$ cat src/rtl/siganfu_pkg.sv
// Shared types and elaboration helpers for the Siganfu turret controller.
// State and firing-mode encodings are visible on ports, so values are fixed.
package siganfu_pkg;

  typedef enum logic [2:0] {
    ST_IDLE     = 3'b000,
    ST_SINGLE   = 3'b001,
    ST_AUTO     = 3'b010,
    ST_RELOAD   = 3'b011,
    ST_OVERHEAT = 3'b100,
    ST_DOWNFALL = 3'b101,
    ST_BURST    = 3'b110
  } state_t;

  typedef enum logic [1:0] {
    MODE_SINGLE     = 2'b00,
    MODE_BURST      = 2'b01,
    MODE_AUTO       = 2'b10,
    MODE_ALT_SINGLE = 2'b11
  } mode_t;

  // Bits needed for a down-counter loaded with max_count-1.
  function automatic int timer_width(input int max_count);
    return (max_count < 2) ? 1 : $clog2(max_count);
  endfunction

  function automatic int max2(input int a, input int b);
    return (a > b) ? a : b;
  endfunction

endpackage

$ cat src/rtl/siganfu_turret_controller_if.sv
// Front-end / solenoid-side signal bundle of the turret controller.
// master = targeting front-end, slave = controller.
interface siganfu_turret_controller_if #(
  parameter int AMMO_W = 8
);
  logic              target_locked;
  logic              is_enemy;
  logic              fire_command;
  logic [1:0]        firing_mode;
  logic              overheat_sensor;
  logic              rearm;
  logic [2:0]        current_state;
  logic              fire_trigger;
  logic              criticality_alert;
  logic [AMMO_W-1:0] bullets_left;
  logic [AMMO_W-1:0] mags_left;

  modport master (
    output target_locked, is_enemy, fire_command, firing_mode, overheat_sensor, rearm,
    input  current_state, fire_trigger, criticality_alert, bullets_left, mags_left
  );

  modport slave (
    input  target_locked, is_enemy, fire_command, firing_mode, overheat_sensor, rearm,
    output current_state, fire_trigger, criticality_alert, bullets_left, mags_left
  );
endinterface

$ cat src/rtl/siganfu_shot_timer.sv
// One shot = FIRE_PULSE cycles of trigger high followed by FIRE_GAP cycles low.
// shot_done flags the last gap cycle so the next shot can start on the same edge.
module siganfu_shot_timer
  import siganfu_pkg::*;
#(
  parameter int FIRE_PULSE = 5,
  parameter int FIRE_GAP   = 5
) (
  input  logic clk,
  input  logic rst_n,
  input  logic start,
  input  logic abort,
  output logic trigger,
  output logic shot_done,
  output logic busy
);

  localparam int CW = timer_width(max2(FIRE_PULSE, FIRE_GAP));
  localparam logic [CW-1:0] PULSE_LOAD = CW'(FIRE_PULSE - 1);
  localparam logic [CW-1:0] GAP_LOAD   = CW'(FIRE_GAP - 1);
  localparam logic [CW-1:0] CNT_ONE    = CW'(1);

  typedef enum logic [1:0] {PH_IDLE, PH_PULSE, PH_GAP} phase_t;

  phase_t        phase, phase_n;
  logic [CW-1:0] cnt, cnt_n;
  logic          trigger_n;

  always_comb begin
    // NOTE: every output of this block gets a default first so no path leaves it unassigned (no latch).
    phase_n   = phase;
    cnt_n     = cnt;
    trigger_n = trigger;
    if (abort) begin
      phase_n   = PH_IDLE;
      cnt_n     = '0;
      trigger_n = 1'b0;
    end else if (start) begin
      phase_n   = PH_PULSE;
      cnt_n     = PULSE_LOAD;
      trigger_n = 1'b1;
    end else begin
      case (phase)
        PH_PULSE: begin
          if (cnt == '0) begin
            phase_n   = PH_GAP;
            cnt_n     = GAP_LOAD;
            trigger_n = 1'b0;
          end else begin
            cnt_n = cnt - CNT_ONE;
          end
        end
        PH_GAP: begin
          if (cnt == '0) phase_n = PH_IDLE;
          else           cnt_n   = cnt - CNT_ONE;
        end
        default: ;
      endcase
    end
  end

  assign shot_done = (phase == PH_GAP) && (cnt == '0);
  assign busy      = (phase != PH_IDLE);

  always_ff @(posedge clk or negedge rst_n) begin
    // NOTE: sequential state uses non-blocking assignments so every register updates from pre-edge values.
    if (!rst_n) begin
      phase   <= PH_IDLE;
      cnt     <= '0;
      trigger <= 1'b0;
    end else begin
      phase   <= phase_n;
      cnt     <= cnt_n;
      trigger <= trigger_n;
    end
  end

endmodule

$ cat src/rtl/siganfu_turret_controller.sv
// Turret fire-control FSM: single/burst/auto firing, magazine accounting,
// reload and overheat timing (one shared down-counter), downfall recovery.
module siganfu_turret_controller
  import siganfu_pkg::*;
#(
  parameter int MAG_SIZE      = 25,
  parameter int MAG_COUNT     = 3,
  parameter int BURST_LEN     = 3,
  parameter int FIRE_PULSE    = 5,
  parameter int FIRE_GAP      = 5,
  parameter int RELOAD_CYCLES = 50,
  parameter int COOL_CYCLES   = 100,
  parameter int AMMO_W        = 8
) (
  input logic                   sysclk,
  input logic                   reboot_n,
  siganfu_turret_controller_if.slave bus
);

  localparam int TW = timer_width(max2(RELOAD_CYCLES, COOL_CYCLES));
  localparam int BW = timer_width(BURST_LEN);

  localparam logic [TW-1:0]     RELOAD_LOAD  = TW'(RELOAD_CYCLES - 1);
  localparam logic [TW-1:0]     COOL_LOAD    = TW'(COOL_CYCLES - 1);
  localparam logic [TW-1:0]     TIMER_ONE    = TW'(1);
  localparam logic [BW-1:0]     BURST_LOAD   = BW'(BURST_LEN - 1);
  localparam logic [BW-1:0]     BURST_ONE    = BW'(1);
  localparam logic [AMMO_W-1:0] FULL_MAG     = AMMO_W'(MAG_SIZE);
  localparam logic [AMMO_W-1:0] FULL_SPARES  = AMMO_W'(MAG_COUNT);
  localparam logic [AMMO_W-1:0] AMMO_ONE     = AMMO_W'(1);

  state_t            state, state_n, empty_state;
  logic [AMMO_W-1:0] bullets, bullets_n;
  logic [AMMO_W-1:0] mags, mags_n;
  logic [TW-1:0]     timer, timer_n;
  logic [BW-1:0]     burst, burst_n;
  logic              alert;
  logic              cond;
  logic              shot_start, shot_abort, shot_done, shot_busy, trigger;

  assign cond        = bus.is_enemy & bus.target_locked & bus.fire_command;
  assign empty_state = (mags != '0) ? ST_RELOAD : ST_DOWNFALL;

  siganfu_shot_timer #(
    .FIRE_PULSE (FIRE_PULSE),
    .FIRE_GAP   (FIRE_GAP)
  ) u_shot (
    .clk       (sysclk),
    .rst_n     (reboot_n),
    .start     (shot_start),
    .abort     (shot_abort),
    .trigger   (trigger),
    .shot_done (shot_done),
    .busy      (shot_busy)
  );

  always_comb begin
    state_n    = state;
    bullets_n  = bullets;
    mags_n     = mags;
    timer_n    = timer;
    burst_n    = burst;
    shot_start = 1'b0;
    shot_abort = 1'b0;
    case (state)
      ST_IDLE: begin
        if (cond) begin
          if (bullets != '0) begin
            shot_start = 1'b1;
            bullets_n  = bullets - AMMO_ONE;
            // The mode is captured here by the choice of state; later changes are ignored.
            case (mode_t'(bus.firing_mode))
              MODE_BURST: begin
                state_n = ST_BURST;
                burst_n = BURST_LOAD;
              end
              MODE_AUTO: state_n = ST_AUTO;
              default:   state_n = ST_SINGLE;
            endcase
          end else begin
            state_n = empty_state;
            timer_n = RELOAD_LOAD;
          end
        end
      end
      ST_SINGLE, ST_BURST: begin
        if (bus.overheat_sensor) begin
          state_n    = ST_OVERHEAT;
          timer_n    = COOL_LOAD;
          shot_abort = 1'b1;
        end else if (state == ST_BURST && shot_done && bullets != '0 && burst != '0 && cond) begin
          shot_start = 1'b1;
          bullets_n  = bullets - AMMO_ONE;
          burst_n    = burst - BURST_ONE;
        end else if (shot_done || !shot_busy) begin
          // Last shot finished: refill if empty, otherwise wait for trigger release.
          if (bullets == '0) begin
            state_n = empty_state;
            timer_n = RELOAD_LOAD;
          end else if (!bus.fire_command) begin
            state_n = ST_IDLE;
          end
        end
      end
      ST_AUTO: begin
        if (bus.overheat_sensor) begin
          state_n    = ST_OVERHEAT;
          timer_n    = COOL_LOAD;
          shot_abort = 1'b1;
        end else if (shot_done) begin
          if (bullets == '0) begin
            state_n = empty_state;
            timer_n = RELOAD_LOAD;
          end else if (!cond) begin
            state_n = ST_IDLE;
          end else begin
            shot_start = 1'b1;
            bullets_n  = bullets - AMMO_ONE;
          end
        end
      end
      ST_OVERHEAT: begin
        if (timer != '0) begin
          timer_n = timer - TIMER_ONE;
        end else if (!bus.overheat_sensor) begin
          if (bullets == '0) begin
            state_n = empty_state;
            timer_n = RELOAD_LOAD;
          end else begin
            state_n = ST_IDLE;
          end
        end
      end
      ST_RELOAD: begin
        if (timer != '0) begin
          timer_n = timer - TIMER_ONE;
        end else begin
          state_n   = ST_IDLE;
          bullets_n = FULL_MAG;
          if (mags != '0) mags_n = mags - AMMO_ONE;
        end
      end
      ST_DOWNFALL: begin
        if (bus.rearm) begin
          state_n   = ST_IDLE;
          bullets_n = FULL_MAG;
          mags_n    = FULL_SPARES;
        end
      end
      default: state_n = ST_IDLE;
    endcase
  end

  always_ff @(posedge sysclk or negedge reboot_n) begin
    if (!reboot_n) begin
      state   <= ST_IDLE;
      bullets <= FULL_MAG;
      mags    <= FULL_SPARES;
      timer   <= '0;
      burst   <= '0;
      alert   <= (MAG_COUNT == 0);
    end else begin
      state   <= state_n;
      bullets <= bullets_n;
      mags    <= mags_n;
      timer   <= timer_n;
      burst   <= burst_n;
      alert   <= (mags == '0);
    end
  end

  assign bus.current_state     = state;
  assign bus.fire_trigger      = trigger;
  assign bus.criticality_alert = alert;
  assign bus.bullets_left      = bullets;
  assign bus.mags_left         = mags;

endmodule

$ cat src/flat_wrapper.sv
// flat-port wrapper written by rule: the top's interface ports become plain ports
module siganfu_turret_controller_flat import siganfu_pkg::*;
#(
  parameter int MAG_SIZE      = 25,
  parameter int MAG_COUNT     = 3,
  parameter int BURST_LEN     = 3,
  parameter int FIRE_PULSE    = 5,
  parameter int FIRE_GAP      = 5,
  parameter int RELOAD_CYCLES = 50,
  parameter int COOL_CYCLES   = 100,
  parameter int AMMO_W        = 8
)
  (sysclk, reboot_n, bus_target_locked, bus_is_enemy, bus_fire_command, bus_firing_mode, bus_overheat_sensor, bus_rearm, bus_current_state, bus_fire_trigger, bus_criticality_alert, bus_bullets_left, bus_mags_left);
  siganfu_turret_controller_if #(.AMMO_W(AMMO_W)) bus_i ();
  input logic sysclk;
  input logic reboot_n;
  input wire logic [$bits(bus_i.target_locked)-1:0] bus_target_locked;
  input wire logic [$bits(bus_i.is_enemy)-1:0] bus_is_enemy;
  input wire logic [$bits(bus_i.fire_command)-1:0] bus_fire_command;
  input wire logic [$bits(bus_i.firing_mode)-1:0] bus_firing_mode;
  input wire logic [$bits(bus_i.overheat_sensor)-1:0] bus_overheat_sensor;
  input wire logic [$bits(bus_i.rearm)-1:0] bus_rearm;
  output wire logic [$bits(bus_i.current_state)-1:0] bus_current_state;
  output wire logic [$bits(bus_i.fire_trigger)-1:0] bus_fire_trigger;
  output wire logic [$bits(bus_i.criticality_alert)-1:0] bus_criticality_alert;
  output wire logic [$bits(bus_i.bullets_left)-1:0] bus_bullets_left;
  output wire logic [$bits(bus_i.mags_left)-1:0] bus_mags_left;
  assign bus_i.target_locked = bus_target_locked;
  assign bus_i.is_enemy = bus_is_enemy;
  assign bus_i.fire_command = bus_fire_command;
  assign bus_i.firing_mode = bus_firing_mode;
  assign bus_i.overheat_sensor = bus_overheat_sensor;
  assign bus_i.rearm = bus_rearm;
  assign bus_current_state = bus_i.current_state;
  assign bus_fire_trigger = bus_i.fire_trigger;
  assign bus_criticality_alert = bus_i.criticality_alert;
  assign bus_bullets_left = bus_i.bullets_left;
  assign bus_mags_left = bus_i.mags_left;
  siganfu_turret_controller #(.MAG_SIZE(MAG_SIZE), .MAG_COUNT(MAG_COUNT), .BURST_LEN(BURST_LEN), .FIRE_PULSE(FIRE_PULSE), .FIRE_GAP(FIRE_GAP), .RELOAD_CYCLES(RELOAD_CYCLES), .COOL_CYCLES(COOL_CYCLES), .AMMO_W(AMMO_W)) u_core (.sysclk(sysclk), .reboot_n(reboot_n), .bus(bus_i));
endmodule
$ cat config.mk
export PLATFORM = sky130hd
export DESIGN_NAME = siganfu_turret_controller_flat
export DESIGN_NICKNAME = d
export VERILOG_FILES = /design/src/rtl/siganfu_pkg.sv /design/src/rtl/siganfu_turret_controller_if.sv /design/src/rtl/siganfu_shot_timer.sv /design/src/rtl/siganfu_turret_controller.sv /design/src/flat_wrapper.sv
export SDC_FILE = /design/constraint.sdc
export NUM_CORES = 1
export LEC_CHECK = 0
export CAP_MARGIN = 20
export CORE_MARGIN = 4
export CORE_UTILIZATION = 40
export CTS_BUF_LIST = sky130_fd_sc_hd__clkbuf_8 sky130_fd_sc_hd__clkbuf_16
export CTS_CLUSTER_SIZE = 16
export DETAILED_ROUTE_END_ITERATION = 8
export PLACE_DENSITY_LB_ADDON = 0.1
export SYNTH_ARGS = -nofsm -noshare
export SYNTH_HDL_FRONTEND = slang
export SYNTH_SLANG_ARGS = --single-unit
$ cat constraint.sdc
create_clock -name sysclk -period 3.3 [get_ports sysclk]
set_clock_uncertainty 0.1 [all_clocks]
set_input_delay 0.825 -clock sysclk [delete_from_list [all_inputs] [get_ports sysclk]]
set_output_delay 0.825 -clock sysclk [all_outputs]
set_load 0.01 [all_outputs]
==> results of run 1 <==
==> stage by stage <==
| step | cell area [um^2] | util, % | std cells |
|---|---|---|---|
| final | 3020 | 49.8 | 413 |
| after global routing | 3020 | 49.8 | 413 |
| after CTS | 3020 | 49.8 | 413 |
| after detailed placement | 2930 | 48.3 | 405 |
| after global placement | 2930 | 48.3 | 405 |
| after floorplan | 2550 | - | 307 |
==> path summary, 6_finish.rpt <==
kind / end / cells after the start
max in group asynchronous: u_core.bus.bullets_left[2] / 1
worst min-delay path: u_core.bus.mags_left[1] / 2
min in group asynchronous: u_core.bus.current_state[1] / 1
worst max register to register: u_core.bus.current_state[2] / 8
worst min register to register: u_core.bus.mags_left[1] / 2
worst max-delay path: u_core.bus.current_state[2] / 8
==> synth_stat cells (all sizes together) (2+ instances only) <==
cell | instances | area share [%]
a21o | 2 | 0.59
a21oi | 29 | 5.8
a311o | 2 | 0.78
a31o | 2 | 0.69
a31oi | 6 | 1.5
a32oi | 2 | 0.69
and2 | 2 | 0.49
and3 | 2 | 0.69
buf | 9 | 1.8
clkbuf | 4 | 0.59
dfrtp | 30 | 29
dfstp | 5 | 5.1
ha | 11 | 5.4
inv | 17 | 2.5
mux2 | 2 | 1.2
mux2i | 3 | 1.2
nand2 | 25 | 3.7
nand2b | 10 | 2.5
nand3 | 10 | 2.2
nand3b | 3 | 0.88
nor2 | 32 | 4.7
nor2b | 4 | 0.98
nor3 | 17 | 4.2
nor3b | 3 | 1.1
nor4 | 3 | 1.6
o21a | 5 | 1.5
o21ai | 27 | 5.4
o221ai | 2 | 0.69
o22ai | 5 | 1.2
o2bb2ai | 3 | 1.5
o31ai | 4 | 1.2
or2 | 2 | 0.49
or3 | 4 | 0.98
or3b | 2 | 0.69
or4 | 2 | 0.59
or4b | 3 | 1.3
==> kinds of logic (layout without fill, tap and decap cells) <==
logic type      Yosys count  count (layout)  share of synthesized area, %
mux                       5               5                          2.35
buf+inv                  30              61                          4.85
xor+xnor                  1               1                         0.343
flops                    35              35                          34.6
fa+ha+maj                11              11                          5.39
simple gates            127             127                          27.9
compound gates           98              98                          24.6
==> flip-flops by register name, indices dropped and copies added (netlist names) <==
name / cells
u_core.u_shot.phase: 2
u_core.u_shot.trigger: 1
u_core.bus.criticality_alert: 1
u_core.bus.current_state: 3
u_core.timer: 7
u_core.burst: 2
u_core.bus.mags_left: 8
u_core.bus.bullets_left: 8
u_core.u_shot.cnt: 3
==> worst min-delay path, stage by stage, from the launching register on <==
cell     delay [ns]
dfstp_2        0.39
inv_1          0.07
a21oi_1        0.07
==> per-layer routing <==
metal  vias to the layer above  global-route usage [%]  part of all wire [%]
li1                       1180                       -                     -
met1                      1086                    24.4                    50
met2                        62                    25.5                    43
met3                         9                    3.29                   5.7
met4                         0                    6.69                   1.7
met5                         -                       0                     0
==> report_power, final <==
| group | switching, W | internal [W] | leakage [nW] |
|---|---|---|---|
| Combinational | 0.000807 | 0.000696 | 0.732 |
| Sequential | 0.000201 | 0.000611 | 0.435 |
| Clock | 0.000165 | 0.000166 | 0.0524 |
| Total | 0.00117 | 0.00147 | 1.22 |
==> cell type report <==
type | instances | area, um^2 | share of cell area [%]
clock buffers | 6 | 82.6 | 2.73
multi-input cells | 242 | 1550 | 51.4
flip-flops and latches | 35 | 882 | 29.2
clock inverters | 2 | 8.76 | 0.290
well taps | 75 | 93.8 | 3.11
repair buffers | 36 | 338 | 11.2
inverters | 17 | 63.8 | 2.11
==> flow_summary_export.csv, run 1 <==
group,metric,value,unit
run_status,status,"completed",
setup_path,cp_cell_sequence,"inv_1, ha_1, or4b_4, or3_1, o2bb2ai_2, a32oi_1, and3_4, mux2_4",
global_routing,grt_pass1_wl,10.3,mm
sta,rsz0062_at_grt,"false",
setup_path,crit_type,"flop to flop",
cts,cts.sinks,35,
yosys,ys_async_sr_fraction,100,%
cells_and_area,final_common_cell,"nor2_1",
route,post_drt_wl_per_cell,15.1,um
setup_path,max_stage_delay,0.52,ns
yosys,syn-num-nets,327,
pwr,p_total,0.00265,W
placement,portBuffers,29,
setup_path,r2r-start,"u_core.timer[0]",
yosys,syn_area_per_cell,8.31,um^2
cts,post_cts_resized,0,
placement,place_ws,0.303,ns
sta,fmax,361,MHz
cts,clk_pin_slew,0.08,ns
route,vias_per_cell,5.66,
floorplan,die_h,87.9,um
cells_and_area,fill_cells,601,
yosys,ys_seq_area_share,34.6,%
setup_path,cp-end-kind,"flop",
cells_and_area,finalNetCount,357,
flow_run,cap_violations,0,
hold_path,hold_class,"flop to flop",
cts,post-cts-setup-buffers,0,
cts,cts_root_buffer,"clkbuf_8",
route,drt-pass1-iter-count,4,
sta,finalCritPeriodShare,83.9,%
setup_path,worst_ep_arrival_time,2.85,ns
route,drc,0,
global_routing,grt_use_total,17.1,%
yosys,ys.flop_type,"dfrtp_1",
sta,hold_ws,0.417,ns
global_routing,grt_max_degree,36,
placement,place.gp.congestion,0.899,
route,antenna_left,0,
sta,drv_slew,0,
cts,postCtsHoldBufs,0,
sta,final.setup.tns,0,ns
cts,tritoncts,"yes",
yosys,netlist_area,2550,um^2
setup_path,crit_fanout,7,
pwr,powerDensity,876,nW/um^2
yosys,yosysWarnings,0,
yosys,synth_cell_types,64,
setup_path,critPathLaunchType,"flop",
setup_path,slowest_stage,"or4b_4",
yosys,synth.ff_latch_count,35,
sta,final-hold-violation-count,0,
cts,htreeDepth,2,
sta,period_minus_slack,2.77,ns
sta,setup_violations,0,
floorplan,start_util,42.1,%
sta,layout_setup_ws,0.531,ns
route,vias,2337,
yosys,synth_edf_count,0,
sta,slew_headroom,48.3,%
setup_path,worstPathBufferInverterCount,1,
route,routed_wl,6.25,mm
route,first_iter_violations,144,
pwr,irDropWorstVdd,0.000375,V
yosys,synth_cells,307,
floorplan,die-area,7720,um^2
sta,worstMarginPinSlew,0.775,ns
floorplan,ios,30,
cells_and_area,antenna-diode-count,0,
global_routing,grt_antenna_before_repair,0,
cells_and_area,syn_to_final_growth,18.4,%
cells_and_area,layout_common_cells,"nor2_1 (32), dfrtp_1 (30), a21oi_1 (28), clkdlybuf4s50_1 (28)",
setup_path,required,3.38,ns
floorplan,dieWidth,87.9,um
floorplan,core,6060,um^2
cts,numCtsBuffers,5,
cts,cts_max_path_buffers,2,
pwr,cellLeakagePower,1.22,nW
hold_path,min_from,"u_core.bus.mags_left[1]",
setup_path,critPathTopFamily,"simple AND/OR/NAND/NOR gates",
placement,dp_hpwl,4.63,mm
global_routing,grt_pass1_vias,2095,
setup_path,ff2ff_setup_slack,0.53,ns
global_routing,global_route.overflow_total,0,
cts,clkLatencyLatePin,0.30,ns
setup_path,startpoint,"u_core.timer[0]",
cells_and_area,drive_gt1_share,12.7,%
floorplan,rows,28,
Power figures use the tool's default switching activity.
==> run 2: changes to the inputs <==
clock period = 2.9 ns   (was 3.3 ns; I/O delays follow)
==> run 2 against run 1 <==
Compared with the run above: clock-buffer cell count is 1 higher; sequential cell count stayed put; non-clock buffer count is 8 higher; largest power group unchanged; hold slack worse by 0.0024 ns; cell count is 1.9% higher; critical path type unchanged.
==> flow_summary_export.csv, run 2 (synthesis gave the netlist of run 1 again) <==
group,metric,value,unit
placement,dp_cells,413,
placement,place.gp.congestion,0.877,
pwr,clkPwrFrac,12.6,%
run_status,status,"completed",
setup_path,worstPathBufferInverterCount,1,
route,routed_wl,6.42,mm
setup_path,crit_type,"flop to flop",
cts,cts_max_path_buffers,2,
route,antenna_left,0,
global_routing,grt_pass1_vias,2140,
cts,post_cts_resized,0,
sta,hold_ws,0.414,ns
cells_and_area,syn_to_final_growth,21.6,%
cells_and_area,layout_common_cells,"nor2_1 (32), dfrtp_1 (30), a21oi_1 (28), clkdlybuf4s50_1 (28)",
setup_path,worst_ep_arrival_time,2.75,ns
global_routing,grt_antenna_before_repair,0,
cts,numCtsBuffers,5,
route,vias,2347,
sta,fmax,373,MHz
setup_path,cp_cell_sequence,"inv_1, ha_1, or4b_4, or3_1, o2bb2ai_2, a32oi_1, and3_4, mux2_4",
cells_and_area,finalNetCount,365,
cells_and_area,drive_gt1_share,14.7,%
floorplan,rows,28,
cells_and_area,antenna-diode-count,0,
flow_run,cap_violations,0,
cts,post-cts-setup-buffers,0,
pwr,switching_power,0.00134,W
route,drc,0,
sta,final.setup.tns,0,ns
pwr,cellLeakagePower,1.26,nW
floorplan,start_util,42.1,%
floorplan,core,6060,um^2
setup_path,max_stage_delay,0.52,ns
setup_path,ff2ff_setup_slack,0.22,ns
hold_path,holdPathEnd,"u_core.bus.mags_left[1]",
cts,clkLatencyLatePin,0.28,ns
setup_path,critPathTopFamily,"simple AND/OR/NAND/NOR gates",
cells_and_area,fill_cells,594,
global_routing,grt_pass1_wl,10.6,mm
cells_and_area,final_common_cell,"nor2_1",
placement,dp_hpwl,4.77,mm
sta,period_minus_slack,2.68,ns
route,vias_per_cell,5.57,
pwr,irDropWorstVdd,0.000544,V
setup_path,r2r-end,"u_core.bus.current_state[2]",
hold_path,min_from,"u_core.bus.mags_left[1]",
hold_path,holdPathStages,2,
sta,drv_slew,0,
cts,tritoncts,"yes",
setup_path,reg2reg_depth,8,
cts,clk_pin_slew,0.07,ns
cells_and_area,fin_util,51.2,%
pwr,seq_power_share,29.1,%
setup_path,required,2.97,ns
cts,htreeDepth,2,
global_routing,global_route.overflow_total,0,
pwr,intPower,0.00174,W
global_routing,grt_max_degree,36,
sta,worstMarginPinSlew,0.833,ns
setup_path,r2r-start,"u_core.timer[1]",
pwr,p_comb_share,58.3,%
setup_path,crit_fanout,5,
sta,finalCritPeriodShare,92.4,%
setup_path,critPathLaunchType,"flop",
sta,setup_violations,0,
route,first_iter_violations,186,
sta,final-hold-violation-count,0,
sta,slew_headroom,44.5,%
route,post_drt_wl_per_cell,15.2,um
pwr,powerDensity,993,nW/um^2
global_routing,grt_use_total,17.4,%
cts,cts_root_buffer,"clkbuf_8",
placement,portBuffers,29,
route,drt-pass1-iter-count,4,
floorplan,die-area,7720,um^2
setup_path,slowest_stage,"or4b_4",
floorplan,die_h,87.9,um
cells_and_area,stdcell_count,421,
floorplan,ios,30,
cells_and_area,ff_latch_area,882,um^2
setup_path,cp-end-kind,"flop",
floorplan,dieWidth,87.9,um
cts,cts.sinks,35,
pwr,netSwitchingFraction,43.5,%
sta,rsz0062_at_grt,"false",
pwr,p_total,0.00308,W
hold_path,hold_class,"flop to flop",
cts,postCtsHoldBufs,0,
cells_and_area,multi_input_area,1550,um^2
[run 2: changes by cell type in the layout (fill, tap and decap cells not counted), sizes merged]
cell | previous run | this run
buf | 8 | 16
clkbuf | 6 | 7
clkinv | 1 | 0
[run 2: through the flow]
stage          setup slack [ns]  instance area (um^2)
2_1_floorplan             0.346                  2550
3_3_place_gp              0.153                  3000
3_5_place_dp              0.125                  3000
4_1_cts                   0.234                  3100
5_1_grt                   0.109                  3100
6_report                  0.220                  3100
[run 2: worst max-delay path by stage]
stage | start | cells past startpoint | slack, ns | end
after floorplan | u_core.timer[0] | 9 | 0.35 | u_core.bus.current_state[0]
after global placement | bus_fire_command | 7 | 0.15 | u_core.bus.current_state[0]
after detailed placement | bus_overheat_sensor | 7 | 0.12 | u_core.bus.mags_left[3]
after CTS | u_core.timer[1] | 8 | 0.23 | u_core.bus.current_state[2]
after global routing | u_core.timer[1] | 8 | 0.11 | u_core.bus.mags_left[3]
final | u_core.timer[1] | 8 | 0.22 | u_core.bus.current_state[2]
[run 2: power by group through the flow]
| stage | clock network [W] | registers (W) | logic [W] |
|---|---|---|---|
| after detailed placement | 0 | 0.000904 | 0.00180 |
| after floorplan | 0 | 0.000896 | 0.00122 |
| final | 0.000387 | 0.000897 | 0.00180 |
| after global routing | 0.000424 | 0.000934 | 0.00200 |
| after global placement | 0 | 0.000900 | 0.00179 |
| after CTS | 0.000402 | 0.000895 | 0.00180 |
[run 2: area by class of cell]
type | count | share of cell area [%]
multi-input cells | 242 | 50.0
inverters | 17 | 2.06
clock inverters | 1 | 0.121
clock buffers | 7 | 3.11
flip-flops and latches | 35 | 28.4
well taps | 75 | 3.03
repair buffers | 44 | 13.2
[run 2: routing by layer]
layer	share of wire, %	up-vias	global-route usage (%)	routed length (um)
li1	-	1200	-	-
met1	49	1101	24.3	3130
met2	46	40	27.9	2940
met3	4.5	6	3.20	290
met4	0.97	0	4.46	62
met5	0	-	0	0
[run 2: worst register-to-register path, cell delays in order, from the launching register on]
cell	delay, ns
dfrtp_1	0.39
inv_1	0.09
ha_1	0.21
or4b_4	0.52
or3_1	0.37
o2bb2ai_2	0.14
a32oi_1	0.20
and3_4	0.25
mux2_4	0.30
